File: config.mk
export PLATFORM = sky130hd
export DESIGN_NAME = rw_access_sequencer_flat
export DESIGN_NICKNAME = d
export VERILOG_FILES = /design/src/rtl/rw_access_sequencer_pkg.sv /design/src/rtl/rw_access_sequencer_if.sv /design/src/rtl/rw_beat_timer.sv /design/src/rtl/rw_access_sequencer.sv /design/src/flat_wrapper.sv
export SDC_FILE = /design/constraint.sdc
export NUM_CORES = 1
export LEC_CHECK = 0
export ABC_AREA = 1
export CAP_MARGIN = 20
export CORE_MARGIN = 8
export CORE_UTILIZATION = 55
export DETAILED_ROUTE_END_ITERATION = 6
export GPL_TIMING_DRIVEN = 0
export PLACE_DENSITY = 0.77
export REMOVE_ABC_BUFFERS = 1
export SLEW_MARGIN = 20
export SYNTH_ARGS = -nofsm -noshare
export SYNTH_HDL_FRONTEND = slang
export SYNTH_SLANG_ARGS = --single-unit
File: constraint.sdc
create_clock -name clk -period 4.3 [get_ports clk]
set_input_delay 0.86 -clock clk [delete_from_list [all_inputs] [get_ports clk]]
set_output_delay 0.86 -clock clk [all_outputs]
set_load 0.03 [all_outputs]
File: src/rtl/rw_access_sequencer_pkg.sv
// rw_seq_pkg: shared state encoding and counter widths for the access sequencer.
package rw_seq_pkg;
    typedef enum logic [2:0] {IDLE, WRITE, TURN, READ, DONE} rw_state_t;
    localparam int BEAT_CNT_W = 4;
    localparam int TURN_CNT_W = 3;
    localparam int TMO_CNT_W = 8;
endpackage

File: src/rtl/rw_access_sequencer_if.sv
// rw_access_sequencer_if: control request, memory-port strobes and status of one sequencer.
interface rw_access_sequencer_if #(
    parameter int ADDR_W = 8,
    parameter int DATA_W = 8
) ();
    logic start, wr, rd, ack, busy, done, err;
    logic [ADDR_W-1:0] base_addr, addr;
    logic [DATA_W-1:0] seed, wdata, rdata;
    modport master (
        input  start, base_addr, seed, rdata, ack,
        output wr, rd, addr, wdata, busy, done, err
    );
    modport slave (
        output start, base_addr, seed, rdata, ack,
        input  wr, rd, addr, wdata, busy, done, err
    );
endinterface

File: src/rtl/rw_beat_timer.sv
// rw_beat_timer: counts ack-less cycles of the current beat and flags the one that hits TIMEOUT.
module rw_beat_timer
    import rw_seq_pkg::*;
#(
    parameter int TIMEOUT = 15
) (
    input  logic clk,
    input  logic rst,
    input  logic clr_i,
    input  logic en_i,
    output logic expired_o
);
    logic [TMO_CNT_W-1:0] cnt_q;
    always_ff @(posedge clk) begin
        if (rst || clr_i) cnt_q <= '0;
        else if (en_i) cnt_q <= cnt_q + 1'b1;
    end
    // Fires in the cycle whose increment would reach TIMEOUT, so the strobe drops right after.
    assign expired_o = en_i && (cnt_q == TMO_CNT_W'(TIMEOUT - 1));
endmodule

File: src/rtl/rw_access_sequencer.sv
// rw_access_sequencer: start-triggered write burst, optional turnaround gap, then read-back check.
module rw_access_sequencer
    import rw_seq_pkg::*;
#(
    parameter int ADDR_W   = 8,
    parameter int DATA_W   = 8,
    parameter int WR_BEATS = 1,
    parameter int RD_BEATS = 2,
    parameter int TURN_CYC = 0,
    parameter int TIMEOUT  = 15
) (
    input logic clk,
    input logic rst,
    rw_access_sequencer_if.master bus
);
    localparam logic [BEAT_CNT_W-1:0] W_LAST = BEAT_CNT_W'(WR_BEATS - 1);
    localparam logic [BEAT_CNT_W-1:0] R_LAST = BEAT_CNT_W'(RD_BEATS - 1);
    localparam logic [TURN_CNT_W-1:0] T_LAST = TURN_CNT_W'(TURN_CYC - 1);
    rw_state_t state_q;
    logic start_q, wr_q, rd_q, busy_q, done_q, err_q;
    logic [ADDR_W-1:0] addr_q, base_q;
    logic [DATA_W-1:0] wdata_q, seed_q;
    logic [BEAT_CNT_W-1:0] beat_q, ridx_q, beat_d, ridx_d;
    logic [TURN_CNT_W-1:0] turn_q;
    logic rise, in_beat, expired;
    assign rise = bus.start & ~start_q;
    assign in_beat = (state_q == WRITE) || (state_q == READ);
    assign beat_d = beat_q + 1'b1;
    // Reads cycle through the written addresses when RD_BEATS exceeds WR_BEATS.
    assign ridx_d = (ridx_q == W_LAST) ? '0 : ridx_q + 1'b1;
    rw_beat_timer #(.TIMEOUT(TIMEOUT)) u_timer (
        .clk      (clk),
        .rst      (rst),
        .clr_i    (~in_beat | bus.ack),
        .en_i     (in_beat & ~bus.ack),
        .expired_o(expired)
    );
    always_ff @(posedge clk) begin
        if (rst) begin
            state_q <= IDLE;
            start_q <= 1'b0;
            wr_q    <= 1'b0;
            rd_q    <= 1'b0;
            busy_q  <= 1'b0;
            done_q  <= 1'b0;
            err_q   <= 1'b0;
            addr_q  <= '0;
            wdata_q <= '0;
            base_q  <= '0;
            seed_q  <= '0;
            beat_q  <= '0;
            ridx_q  <= '0;
            turn_q  <= '0;
        end else begin
            start_q <= bus.start;
            done_q  <= 1'b0;
            case (state_q)
                IDLE: if (rise) begin
                    state_q <= WRITE;
                    base_q  <= bus.base_addr;
                    seed_q  <= bus.seed;
                    addr_q  <= bus.base_addr;
                    wdata_q <= bus.seed;
                    beat_q  <= '0;
                    wr_q    <= 1'b1;
                    busy_q  <= 1'b1;
                    err_q   <= 1'b0;
                end
                WRITE: if (bus.ack) begin
                    if (beat_q == W_LAST) begin
                        state_q <= (TURN_CYC > 0) ? TURN : READ;
                        wr_q    <= 1'b0;
                        rd_q    <= (TURN_CYC == 0);
                        addr_q  <= base_q;
                        wdata_q <= '0;
                        beat_q  <= '0;
                        ridx_q  <= '0;
                        turn_q  <= '0;
                    end else begin
                        beat_q  <= beat_d;
                        addr_q  <= base_q + ADDR_W'(beat_d);
                        wdata_q <= seed_q + DATA_W'(beat_d);
                    end
                end else if (expired) begin
                    state_q <= DONE;
                    wr_q    <= 1'b0;
                    busy_q  <= 1'b0;
                    done_q  <= 1'b1;
                    err_q   <= 1'b1;
                end
                TURN: if (turn_q == T_LAST) begin
                    state_q <= READ;
                    rd_q    <= 1'b1;
                end else begin
                    turn_q <= turn_q + 1'b1;
                end
                READ: if (bus.ack) begin
                    if (bus.rdata != seed_q + DATA_W'(ridx_q)) err_q <= 1'b1;
                    if (beat_q == R_LAST) begin
                        state_q <= DONE;
                        rd_q    <= 1'b0;
                        busy_q  <= 1'b0;
                        done_q  <= 1'b1;
                    end else begin
                        beat_q <= beat_d;
                        ridx_q <= ridx_d;
                        addr_q <= base_q + ADDR_W'(ridx_d);
                    end
                end else if (expired) begin
                    state_q <= DONE;
                    rd_q    <= 1'b0;
                    busy_q  <= 1'b0;
                    done_q  <= 1'b1;
                    err_q   <= 1'b1;
                end
                DONE: state_q <= IDLE;
                default: state_q <= IDLE;
            endcase
        end
    end
    assign bus.wr    = wr_q;
    assign bus.rd    = rd_q;
    assign bus.addr  = addr_q;
    assign bus.wdata = wdata_q;
    assign bus.busy  = busy_q;
    assign bus.done  = done_q;
    assign bus.err   = err_q;
endmodule

File: src/flat_wrapper.sv
// flat-port wrapper written by rule: the top's interface ports become plain ports
module rw_access_sequencer_flat import rw_seq_pkg::*;
#(
    parameter int ADDR_W   = 8,
    parameter int DATA_W   = 8,
    parameter int WR_BEATS = 1,
    parameter int RD_BEATS = 2,
    parameter int TURN_CYC = 0,
    parameter int TIMEOUT  = 15
)
  (clk, rst, bus_start, bus_base_addr, bus_seed, bus_rdata, bus_ack, bus_wr, bus_rd, bus_addr, bus_wdata, bus_busy, bus_done, bus_err);
  rw_access_sequencer_if #(.ADDR_W(ADDR_W), .DATA_W(DATA_W)) bus_i ();
  input logic clk;
  input logic rst;
  input wire logic [$bits(bus_i.start)-1:0] bus_start;
  input wire logic [$bits(bus_i.base_addr)-1:0] bus_base_addr;
  input wire logic [$bits(bus_i.seed)-1:0] bus_seed;
  input wire logic [$bits(bus_i.rdata)-1:0] bus_rdata;
  input wire logic [$bits(bus_i.ack)-1:0] bus_ack;
  output wire logic [$bits(bus_i.wr)-1:0] bus_wr;
  output wire logic [$bits(bus_i.rd)-1:0] bus_rd;
  output wire logic [$bits(bus_i.addr)-1:0] bus_addr;
  output wire logic [$bits(bus_i.wdata)-1:0] bus_wdata;
  output wire logic [$bits(bus_i.busy)-1:0] bus_busy;
  output wire logic [$bits(bus_i.done)-1:0] bus_done;
  output wire logic [$bits(bus_i.err)-1:0] bus_err;
  assign bus_i.start = bus_start;
  assign bus_i.base_addr = bus_base_addr;
  assign bus_i.seed = bus_seed;
  assign bus_i.rdata = bus_rdata;
  assign bus_i.ack = bus_ack;
  assign bus_wr = bus_i.wr;
  assign bus_rd = bus_i.rd;
  assign bus_addr = bus_i.addr;
  assign bus_wdata = bus_i.wdata;
  assign bus_busy = bus_i.busy;
  assign bus_done = bus_i.done;
  assign bus_err = bus_i.err;
  rw_access_sequencer #(.ADDR_W(ADDR_W), .DATA_W(DATA_W), .WR_BEATS(WR_BEATS), .RD_BEATS(RD_BEATS), .TURN_CYC(TURN_CYC), .TIMEOUT(TIMEOUT)) u_core (.clk(clk), .rst(rst), .bus(bus_i));
endmodule
==> Word level (Yosys, flattened, before mapping) <==
Index checks and enable logic that the tools add are counted.
{ "word_totals": {"ff_bits": 60, "wordCells": 130, "in_bits": 28} }
{ "op_classes": {"add_sub_neg": 8, "n_mux": 60, "n_reduce_logical": 21, "n_eq_ne": 20, "bitwise": 6} }
{ "ops": {"columns": ["op", "n"], "rows": [
  ["8-bit 2-to-1 mux", 8],
  ["4-bit 2-to-1 mux", 10],
  ["8-bit by 4-bit adder with 8-bit output", 4],
  ["3-bit 2-to-1 mux", 10],
  ["8-bit case mux with 3 select lines", 1],
  ["1-bit 2-to-1 mux", 21],
  ["4-bit AND reduction", 5],
  ["8-bit case mux with 2 select lines", 1],
  ["2-bit != test, second input constant", 6],
  ["3-bit case mux with 4 select lines", 1],
  ["4-bit case mux with 3 select lines", 1],
  ["5-bit AND reduction", 2],
  ["3-bit != test, second input constant", 3],
  ["1-bit case mux with 3 select lines", 3],
  ["4-bit by 1-bit adder with 4-bit output, second input constant", 2],
  ["8-bit by 1-bit adder with 8-bit output, second input constant", 1],
  ["8-bit by 4-bit == test with 1-bit output, second input constant", 1],
  ["4-bit logical NOT", 2],
  ["8-bit != test", 1],
  ["4-bit case mux with 2 select lines", 1],
  ["3-bit by 2-bit == test with 1-bit output, second input constant", 2],
  ["3-bit by 2-bit != test with 1-bit output, second input constant", 2],
  ["3-bit case mux with 2 select lines", 1],
  ["6-bit AND reduction", 1],
  ["16 further kinds", 25]
]} }

==> Logic depth before layout (Yosys ltp) <==
{ "depth": {"ltp_word": 7, "depth_mapped": 15, "depth_no_buf": 15} }

==> Modules after synthesis <==
From an unflattened synthesis, not the netlist that was laid out.
{ "hier_totals": {"cells_unflattened": 565, "hier_area_um2": 3890.0} }
{ "by_module_without_submodules": {"columns": ["module", "n_inst", "area_each_um2", "cells_each", "seq_area_each_um2"], "rows": [
  ["rw_access_sequencer", 1, 3478.3, 508, 1041.0],
  ["rw_beat_timer", 1, 411.6, 57, 160.2]
]} }

==> Worst setup path before layout <==
Ideal clock, no wire load.
{ "synth_timing": {"kind": "reg2reg", "startpoint": "register u_core.beat_q[0]", "endpoint": "register u_core.wdata_q[6], in the netlist u_core.bus.wdata[6]", "n_path_buf": 0, "t_arrival_ns": 2.082, "stages_incl_launch_ff": 10, "path_slack_ns": 2.095, "required_time_ns": 4.178, "period_less_slack_ns": 2.205, "path_cell_list": "dfxtp_1 inv_1 ha_1 inv_1 fa_1 nand3b_1 and2_1 or2_2 o211ai_1 a21oi_1"} }
{ "synth_via": {"elab_chain_cells": 5, "word_cells_on_any_way": 6} }
{ "synth_lines": {"columns": ["item", "line_no", "source"], "rows": [
  ["start, declared", "rw_access_sequencer.sv:23", "logic [BEAT_CNT_W-1:0] beat_q, ridx_q, beat_d, ridx_d;"],
  ["start signal, assigned", "rw_access_sequencer.sv:80", "beat_q <= beat_d;"],
  ["start signal, assigned", "rw_access_sequencer.sv:105", "beat_q <= beat_d;"],
  ["4-bit by 1-bit adder with 4-bit output", "rw_access_sequencer.sv:28", "assign beat_d = beat_q + 1'b1;"],
  ["8-bit by 4-bit adder with 8-bit output", "rw_access_sequencer.sv:82", "wdata_q <= seed_q + DATA_W'(beat_d);"],
  ["8-bit 2-to-1 mux (*)", "rw_access_sequencer.sv:70", "if (beat_q == W_LAST) begin"],
  ["8-bit 2-to-1 mux (*)", "rw_access_sequencer.sv:69", "WRITE: if (bus.ack) begin"],
  ["8-bit case mux with 2 select lines (*)", "rw_access_sequencer.sv:57", "case (state_q)"],
  ["end signal, assigned", "rw_access_sequencer.sv:63", "wdata_q <= bus.seed;"],
  ["end signal, assigned", "rw_access_sequencer.sv:82", null],
  ["end, declared", "rw_access_sequencer.sv:22", "logic [DATA_W-1:0] wdata_q, seed_q;"]
]} }
Every way passes the cells marked *; elsewhere a longest branch is shown, timed or not. The select of a mux whose other input is x is not followed.
A chain may end at the register's enable or synchronous reset.

==> Worst setup path after layout <==
{ "layout_timing": {"startpoint": "input port rst", "endpoint": "register u_core.u_timer.cnt_q[4]"} }
{ "layout_via": {"elab_chain_cells": 1} }
{ "layout_lines": {"columns": ["item", "line_no", "source"], "rows": [
  ["start, declared", "flat_wrapper.sv:14", "input logic rst;"],
  ["1-bit logical OR", "rw_beat_timer.sv:15", "if (rst || clr_i) cnt_q <= '0;"],
  ["end signal, assigned", "rw_beat_timer.sv:16", "else if (en_i) cnt_q <= cnt_q + 1'b1;"],
  ["end, declared", "rw_beat_timer.sv:13", "logic [TMO_CNT_W-1:0] cnt_q;"]
]} }
Every way passes these cells.

==> reports/metrics.cfg <==
[cells_and_area]
nNetsFinal = 656
num-fill-cells = 590
areaGrowthSynthToFinish_pct = 20.3
antenna_cells = 0
layout-drive-gt1-share = 0.0579

[sta]
relSlewSlack = 0.380
rsz0062_at_grt = no
finClkSkew_ns = 0.00751
finalCriticalPeriod_ns = 3.31
holdWs_ns = 0.471
maxSlewViolCount = 0
tns_ns = 0
hold_viol = 0
finalSetupViolations = 0
max_freq_mhz = 303
worstMarginPinSlew_ns = 0.926
timing.final.crit_share = 0.769

[cts]
cts.repair.resized = 0
cts_root_buf = clkbuf_8
cts.sinks = 60
cts_tree = yes
postCtsHoldBufs = 0
clock_latency_ns = 0.34
cts.clk_slew.worst_paths_ns = 0.07
numCtsBuffers = 9
cts_setup_buffers = 0
clk_path_buf_depth = 2
htree_num_levels = 3

[synth]
yosysTopAreaCell = dfxtp_1
synth_edf_count = 0
syn_area_per_cell_um2 = 6.84
synthCells = 553
synth-async-reset-ratio = 0
netlist_top_cells_area = dfxtp_1, nand2_1, a21oi_1
ys.flop_type = dfxtp_1
ys_ff_latch = 60
synth-seq-area-share = 0.318
synth_most_common_cell = nand2_1
ys_types = 40
netlist_area_mm2 = 0.00378
netlist_top_cells_count = nand2_1, inv_1, a21oi_1, nor2_1, dfxtp_1
yosysTopAreaCellShare = 0.318
yosysWarnings = 0

[run_status]
outcome = finished, violations left
failed_checks = design-rule violations

[detailed_routing]
vias = 3757
wl_per_cell_um = 14.1
detail-route-antenna-nets = 0
viasPerCell = 5.49
first_pass_iters = 7
drcViolationCount = 4
wl_mm = 9.63
drtIter0Drc = 268

[setup_path]
crit_path_start = rst
critical_path_class = in2reg
cp_top_family = buffers and inverters
crit_cells = 5
r2r_cells = 6
slowest_stage = clkinv_1
max_stage_delay_ns = 0.95
cp.arrival_ns = 3.53
crit_path_end_kind = register
path_max_fanout = 37
cp_cell_sequence = clkdlybuf4s50_1 > clkinv_1 > nand2_1 > o21bai_1 > a21oi_1
crit_path_start_kind = input pin
r2r_start = u_core.state_q[1]
worstReg2RegEnd = u_core.seed_q[4]
endpoint = u_core.u_timer.cnt_q[4]
path_buf_inv = 2
cp_data_required_time_ns = 4.53
r2r_setup_slack_ns = 1.65

[run]
drv_cap = 0

[global_route]
grt.total_usage = 0.204
grt_start_max_net_pins = 38
antenna_found_initial = 0
grt_pass1_vias = 3740
grt_pass1_wl_mm = 16.5
grt_overflow = 0

[die]
start_util = 0.563
die_h_um = 98.9
io_pins = 49
row_count = 30
die_w_um = 98.9
dieArea_mm2 = 0.00979
core-area_mm2 = 0.00672

[place]
gp_congestion = 0.905
hpwl_mm = 7.08
port_buffers = 48

[power]
p_per_area_mw_per_mm2 = 382
p_leak_uw = 0.00199
ir_drop_mv = 0.302
totalPowerFinal_uw = 1740

[hold_path]
holdCritPathClass = reg2reg

-- sequential cells by signal (all words and copies together) (netlist names) --
name                  cells
u_core.base_q             8
u_core.beat_q             4
u_core.bus.addr           8
u_core.bus.busy           1
u_core.bus.done           1
u_core.bus.err            1
u_core.bus.rd             1
u_core.bus.wdata          8
u_core.bus.wr             1
u_core.ridx_q             4
u_core.seed_q             8
u_core.start_q            1
u_core.state_q            3
u_core.turn_q             3
u_core.u_timer.cnt_q      8
-- placed cells by master, fill, tap and decap left out, types with 4 or more instances in the layout --
master | netlist | final
nand3_1 | 35 | 35
clkdlybuf4s50_1 | 0 | 48
nand2_1 | 106 | 106
o21ai_1 | 6 | 6
inv_1 | 65 | 65
o211ai_1 | 4 | 4
a21oi_1 | 63 | 63
clkbuf_8 | 0 | 11
o21ai_0 | 45 | 45
ha_1 | 25 | 25
nor2_1 | 63 | 63
xnor2_1 | 5 | 5
fa_1 | 4 | 4
a31oi_1 | 5 | 5
nor3_1 | 5 | 5
inv_2 | 8 | 8
xor2_1 | 7 | 7
a22oi_1 | 4 | 4
dfxtp_1 | 60 | 60
-- logic make-up after synthesis --
logic type / share of synthesized area
simple gates: 0.263
fa+ha+maj: 0.104
buf+inv: 0.0896
flops: 0.318
xor+xnor: 0.0278
compound gates: 0.198
-- per-layer routing --
layer,up-vias,track usage,share of wire
met5,-,0,0
met4,0,0.104,0.022
met3,18,0.0543,0.064
met2,117,0.341,0.46
met1,1697,0.234,0.45
li1,1925,-,-
-- through the flow --
| step | std cells | cell area (um^2) | utilization | setup slack (ns) |
|---|---|---|---|---|
| after floorplan | 540 | 3720 | - | 2.10 |
| after global placement | 668 | 4300 | 0.640 | 0.646 |
| after detailed placement | 668 | 4300 | 0.640 | 0.635 |
| after CTS | 684 | 4550 | 0.677 | 1.01 |
| after global routing | 684 | 4550 | 0.677 | 0.809 |
| final | 684 | 4550 | 0.677 | 0.995 |
-- cell type report --
cell class / instances / area, um^2 / share of cell area
Multi-Input combinational cell: 406 / 2240 / 0.493
Sequential cell: 60 / 1200 / 0.264
Timing Repair Buffer: 48 / 480 / 0.106
Inverter: 74 / 278 / 0.0610
Clock buffer: 12 / 155 / 0.0341
Tap cell: 80 / 100 / 0.0220
Clock inverter: 4 / 95.1 / 0.0209
-- where the power goes --
part           internal, uW  switching [uW]
combinational           165             274
sequential              610            44.9
clock                   416             228
total                  1190             547
-- worst min path at each step --
stage                            startpoint                      end  slack [ns]  cells past startpoint
floorplan           u_core.u_timer.cnt_q[0]  u_core.u_timer.cnt_q[0]        0.43                      1
global placement    u_core.u_timer.cnt_q[0]  u_core.u_timer.cnt_q[0]        0.44                      1
detailed placement  u_core.u_timer.cnt_q[0]  u_core.u_timer.cnt_q[0]        0.46                      1
CTS                 u_core.u_timer.cnt_q[0]  u_core.u_timer.cnt_q[0]        0.48                      1
global route               u_core.turn_q[1]         u_core.turn_q[1]        0.50                      2
finish              u_core.u_timer.cnt_q[0]  u_core.u_timer.cnt_q[0]        0.47                      1
Power figures use the tool's default switching activity.
